[src/rtl/rv32i_regfile_pkg.sv]
// Shared definitions for the RV32I integer register file and its load-use scoreboard.
package rv32i_regfile_pkg;

  localparam int XLEN      = 32;
  localparam int NREGS     = 32;
  localparam int REG_IDX_W = $clog2(NREGS);

  localparam logic [REG_IDX_W-1:0] REG_ZERO = '0;

  typedef logic [REG_IDX_W-1:0] reg_idx_t;
  typedef logic [XLEN-1:0]      xword_t;

  // True when a retiring writeback targets the given index (x0 writes never retire).
  function automatic logic wb_hits(input logic wr_en, input reg_idx_t dst, input reg_idx_t addr);
    return wr_en && (dst == addr) && (addr != REG_ZERO);
  endfunction

endpackage

[src/rtl/rv32i_regfile_scoreboard.sv]
// Per-register pending-load scoreboard: a bit is set when decode issues a load and
// cleared when writeback retires that register or the pipeline is flushed.
module rv32i_regfile_scoreboard
  import rv32i_regfile_pkg::*;
(
  input  logic                 clk,
  input  logic                 reset,
  input  logic                 wr_en,
  input  logic [REG_IDX_W-1:0] wr_dst,
  input  logic                 issue_load,
  input  logic [REG_IDX_W-1:0] issue_rd,
  input  logic                 pipe_stall,
  input  logic                 pipe_flush,
  input  logic [REG_IDX_W-1:0] rs1_addr,
  input  logic [REG_IDX_W-1:0] rs2_addr,
  output logic                 rs1_busy,
  output logic                 rs2_busy
);

  logic [NREGS-1:0] busy;
  logic             issue_ok;

  assign issue_ok = issue_load && !pipe_stall && !pipe_flush && (issue_rd != REG_ZERO);

  // Busy-bit update: reset, then set (wins over a same-cycle retire), then clear, then flush.
  // NOTE: state registers use non-blocking assignments so every bit sees pre-edge values.
  always_ff @(posedge clk) begin
    for (int r = 0; r < NREGS; r++) begin
      if (reset || r == 0) begin
        busy[r] <= 1'b0;
      end else if (issue_ok && issue_rd == REG_IDX_W'(r)) begin
        busy[r] <= 1'b1;
      end else if (wr_en && wr_dst == REG_IDX_W'(r)) begin
        busy[r] <= 1'b0;
      end else if (pipe_flush) begin
        busy[r] <= 1'b0;
      end
    end
  end

  // A retiring write to the same register resolves the hazard this cycle, matching the data bypass.
  assign rs1_busy = busy[rs1_addr] && !wb_hits(wr_en, wr_dst, rs1_addr);
  assign rs2_busy = busy[rs2_addr] && !wb_hits(wr_en, wr_dst, rs2_addr);

endmodule

[src/rtl/rv32i_regfile.sv]
// Architectural register file x0..x31 with two bypassed decode read ports, a raw
// debug read port and a pending-load scoreboard for load-use hazard detection.
module rv32i_regfile
  import rv32i_regfile_pkg::*;
(
  input  logic                 clk,
  input  logic                 reset,
  input  logic                 i_RegWrEn,
  input  logic [REG_IDX_W-1:0] i_RegDst,
  input  logic [XLEN-1:0]      i_RegWrData,
  input  logic [REG_IDX_W-1:0] i_Rs1Addr,
  input  logic [REG_IDX_W-1:0] i_Rs2Addr,
  output logic [XLEN-1:0]      o_Rs1Data,
  output logic [XLEN-1:0]      o_Rs2Data,
  input  logic                 i_IssueLoad,
  input  logic [REG_IDX_W-1:0] i_IssueRd,
  input  logic                 i_pipe_stall,
  input  logic                 i_pipe_flush,
  output logic                 o_Rs1Busy,
  output logic                 o_Rs2Busy,
  input  logic [REG_IDX_W-1:0] i_DbgAddr,
  output logic [XLEN-1:0]      o_DbgData
);

  xword_t regs [NREGS];

  // Register storage: synchronous clear of every entry, writeback retires regardless of stall.
  // NOTE: storage is a flop array precisely because it must be cleared on reset; a RAM could not be.
  always_ff @(posedge clk) begin
    if (reset) begin
      for (int r = 0; r < NREGS; r++) begin
        regs[r] <= '0;
      end
    end else if (i_RegWrEn && i_RegDst != REG_ZERO) begin
      regs[i_RegDst] <= i_RegWrData;
    end
  end

  // Read port 1: x0 hardwired, else same-cycle writeback bypass, else stored value.
  // NOTE: every always_comb output gets a default first so no path can infer a latch.
  always_comb begin
    o_Rs1Data = regs[i_Rs1Addr];
    if (i_Rs1Addr == REG_ZERO) begin
      o_Rs1Data = '0;
    end else if (wb_hits(i_RegWrEn, i_RegDst, i_Rs1Addr)) begin
      o_Rs1Data = i_RegWrData;
    end
  end

  // Read port 2: same selection as port 1.
  always_comb begin
    o_Rs2Data = regs[i_Rs2Addr];
    if (i_Rs2Addr == REG_ZERO) begin
      o_Rs2Data = '0;
    end else if (wb_hits(i_RegWrEn, i_RegDst, i_Rs2Addr)) begin
      o_Rs2Data = i_RegWrData;
    end
  end

  // Debug view shows architectural state only; x0 is never written so it reads zero.
  assign o_DbgData = regs[i_DbgAddr];

  rv32i_regfile_scoreboard u_scoreboard (
    .clk        (clk),
    .reset      (reset),
    .wr_en      (i_RegWrEn),
    .wr_dst     (i_RegDst),
    .issue_load (i_IssueLoad),
    .issue_rd   (i_IssueRd),
    .pipe_stall (i_pipe_stall),
    .pipe_flush (i_pipe_flush),
    .rs1_addr   (i_Rs1Addr),
    .rs2_addr   (i_Rs2Addr),
    .rs1_busy   (o_Rs1Busy),
    .rs2_busy   (o_Rs2Busy)
  );

endmodule

[config.mk]
export PLATFORM = sky130hd
export DESIGN_NAME = rv32i_regfile
export DESIGN_NICKNAME = d
export VERILOG_FILES = /design/src/rtl/rv32i_regfile_pkg.sv /design/src/rtl/rv32i_regfile_scoreboard.sv /design/src/rtl/rv32i_regfile.sv
export SDC_FILE = /design/constraint.sdc
export NUM_CORES = 2
export LEC_CHECK = 0
export CORE_MARGIN = 2
export CORE_UTILIZATION = 40
export DETAILED_ROUTE_END_ITERATION = 10
export PLACE_DENSITY_LB_ADDON = 0.15
export SLEW_MARGIN = 20
export SYNTH_ARGS = -nofsm -noshare
export SYNTH_HDL_FRONTEND = slang
export SYNTH_SLANG_ARGS = --single-unit
[constraint.sdc]
create_clock -name clk -period 10.5 [get_ports clk]
set_input_delay 2.1 -clock clk [delete_from_list [all_inputs] [get_ports clk]]
set_output_delay 2.1 -clock clk [all_outputs]
set_load 0.03 [all_outputs]
==> metrics list <==
* Status: complete, no violations
- Measured along the x axis, the die boundary spans around 410 um.
- Hold_ws: about 0.5 ns
- Adding up every negative setup slack in the final design gives 0 ns.
- Die footprint: 168,000 um^2
- Final WS setup: 2.62 ns
* TritonCTS clock tree: done
* Net count reported at finish: 4,955
* Buffers plus inverters on the worst setup path: 3
* Via count of the first global-routing pass: 46,800
- Vert. Die Dim: 410 um
* Depth of the CTS H-tree: 4
* Detail Route Antenna Nets: 0
- The Yosys step of the flow raised 0 warnings.
- On the worst path, the slowest cell contributes a delay of 0.85 ns.
* Worst-case register-to-register setup slack: 9.78 ns
- Final clock period utilization by the worst path: ~75%
- The slowest stage of the critical path belongs to the cell clkdlybuf4s50_1.
- Counting tap cells, the placed design contains a total of 6,948 instances.
- Hold path endpoint: u_scoreboard.busy[31]
- Area fraction of the dominant cell type after synthesis: 46.6%
- Crit start category: primary input
- After detailed routing, the number of remaining DRC violations is 0.
- Area of the core: 164,000 um^2
- Top-count cell post-synth: edfxtp_1
- For this run the aggregate overflow at the end of global routing stands at 0.
* Highest Clock Rate: 127 MHz
- between 150 and 200 I/O pins were placed.
* Cell breakdown of the critical path: clkdlybuf4s50_1 > xnor2_1 > nand4_1 > or2_2 > buf_4 > o21ai_0 > a21oi_1 > clkdlybuf4s50_1
* Layout cell share with drive strength beyond 1: 22.7%
- Predominant post-synthesis flop cell: edfxtp_1
- The kind of cell with the highest combined delay along the critical path is buffers and inverters.
* Register area share after synthesis: 47.5%
* Worst slew pin tran: approximately 1.2 ns
- Setup repair after global routing left no endpoint under its margin.
* Number of buffers inserted to repair setup after CTS: 0
- At the later pin of the worst-skew pair, clock insertion delay measures 0.78 ns.
* Antenna violations before repair: 25
- GRT met3 Usage: 6.25%
- The first global-routing pass estimated 375,000 um of wire.
- Hold repair after CTS inserted 0 buffers.
- The cell that appears most often on the critical path is clkdlybuf4s50_1.
* Clock tree skew after final layout: 0 ns
* Power density relative to cell area: 155 nW/um^2
- Clock-pin slew was measured on the worst setup and hold paths at 0.06 ns.
- OpenSTA, run right after detailed placement, puts the worst setup slack at ~2.6 ns.
* Clock root buffer master: clkbuf_16
* Launch point of the worst hold path: u_scoreboard.busy[31]
* Fin crit period: 7.88 ns
- Setup violations remaining at the end of the flow were counted as 0.
- Cell depth of the worst flop-to-flop path: 2
- Synth top area cells: edfxtp_1 47%, mux4_2 18%, and2_1 9.4%
* Number of port buffers: between 150 and 200
- CTS Buf Count: 131
- Average footprint of a synthesized cell: 13.3 um^2
- Number of flops mapped to enable cells by yosys: 1,024
* Leakage: 26.2 nW
- Met1 routing resource usage after global routing: between 40% and 50%
* VDD IR max: roughly 160 uV
- Counting every instance in the synthesized netlist gives 4,960.
- CP Data Arrival Time: 5.78 ns
- Once layout is complete, the utilization of the core stands at roughly 45%.
- The global routing stage identified its most utilized layer as met2.
- Detailed-route via count: 47,700
* Worst-case headroom to the max-slew limit: 21.9%
- For this block, the initial DRC count from the detailed router was just under 7,000.
- Initial standard-cell utilization of the core: between 40% and 50%
- Leaving out filler cells and counting taps, the final layout contains around 7,000.
- Detail Placement HPWL: between 150,000 and 200,000 um
- Total routing resource utilization after global routing: 32.1%
- Detailed-route vias per instance: 6.63
- Worst Hold Class: reg2reg
* Number of detailed-route iterations in the first pass: 6
* Synth area leader: edfxtp_1
* GPL Wtd Cong: 0.867
* Post-synth cell types: 42
* Biggest fanout along the worst timing path: 15
- FF-to-FF Start: u_scoreboard.busy[3]
- The longest clock path from root to sink contains 3 buffers.
- Max-cap violations in this run came to 0.
* Proportion of synthesized flip-flops having asynchronous set or reset: 0%
* CP Class: in2out
- At the worst endpoint, the required time is about 8.4 ns.
- Counting instances, the worst hold path has a depth of 2.
* Layout-stage area growth over the synthesis result: 12.3%
- Largest net degree at the start of global routing: roughly 120
* Cell count along the critical path: 8
- In the final routed layout, each cell accounts on average for 38.0 um.
- Number of gates given a new drive strength after cts: 0
- Post-detailed-routing wire length: 274,000 um
- The worst setup path is captured at an output port.
* Top cells by instance count after synthesis: 1,024 x edfxtp_1, 997 x and2_1, 588 x mux2i_1
* Met2 Use GR: 49.6%
- CTS Sinks: 1,055
- Final count of hold timing violations: 0
- Synthesis inferred roughly 1,100 register bits.
* Number of slew-limit violations in the final report: 0
- In this run the cell area of the synthesized design comes to 66,000 um^2.
- Worst reg2reg path endpoint: u_scoreboard.busy[3]
* Standard-cell row count: 149
[placed cells by master, fill, tap and decap left out, types with 128 or more instances in the layout]
| master | instances |
|---|---|
| mux2i_1 | 588 |
| mux2_2 | 160 |
| buf_4 | 154 |
| a21oi_1 | 136 |
| clkdlybuf4s50_1 | 143 |
| mux4_2 | 526 |
| and2_1 | 993 |
| a22oi_1 | 128 |
| clkbuf_16 | 137 |
| edfxtp_1 | 1024 |
[flip-flops by register name, indices dropped and copies added, names as in the netlist]
register	cells
u_scoreboard.busy	31
regs	1024
[report_power, final]
| group | switching [mW] | total, mW | internal, mW |
|---|---|---|---|
| Clock | 1.88 | 4.50 | 2.62 |
| Sequential | 0.172 | 5.03 | 4.86 |
| Combinational | 1.19 | 2.00 | 0.809 |
| Total | 3.25 | 11.5 | 8.28 |
[logic make-up after synthesis]
kind of cell    after synthesis  synth area share [%]
xor+xnor                     10                 0.133
other cells                   1               0.00568
buf+inv                     551                  3.41
simple gates               1383                  12.1
flops                      1055                  47.5
compound gates              686                  7.21
mux                        1274                  29.6
[per-stage QoR]
stage	cell area, um^2	total power [mW]
5_1_grt	74100	11.8
6_report	74200	11.5
3_3_place_gp	70000	7.06
2_1_floorplan	66100	6.27
4_1_cts	74100	11.5
3_5_place_dp	70000	7.08
[worst min-delay path: cells and delay by family (launching register included)]
kind,cells,cell delay (ns)
flip-flops,1,0.32
AND/OR/NAND/NOR,1,0.05
AO/OA/AOI/OAI,1,0.08
[worst max path at each step]
stage	startpoint	end	slack (ns)
2_1_floorplan	i_DbgAddr[0]	o_DbgData[10]	4.28
3_5_place_dp	i_Rs2Addr[0]	o_Rs2Data[21]	2.64
5_1_grt	i_Rs2Addr[0]	o_Rs2Data[21]	2.43
3_3_place_gp	i_Rs2Addr[0]	o_Rs2Data[21]	2.66
6_report	i_RegDst[0]	o_Rs2Data[2]	2.62
4_1_cts	i_Rs2Addr[0]	o_Rs2Data[21]	2.63
[layout make-up]
class	instances	area (um^2)
timing repair buffer	318	2930
clock buffer	165	3570
fill	14700	90300
clock inverter	66	549
tap	2189	2740
sequential	1055	31400
multi-input combinational	3385	33000
inverter	1	3.75
antenna	18	45.0
[routing by layer]
layer | routed length (um) | vias up | part of all wire [%]
li1 | - | 19100 | -
met1 | 109000 | 24800 | 40
met2 | 125000 | 3193 | 46
met3 | 28500 | 612 | 10
met4 | 11100 | 6 | 4.1
met5 | 37 | - | 0.014
No activity file was read; power rests on OpenSTA's default activity.
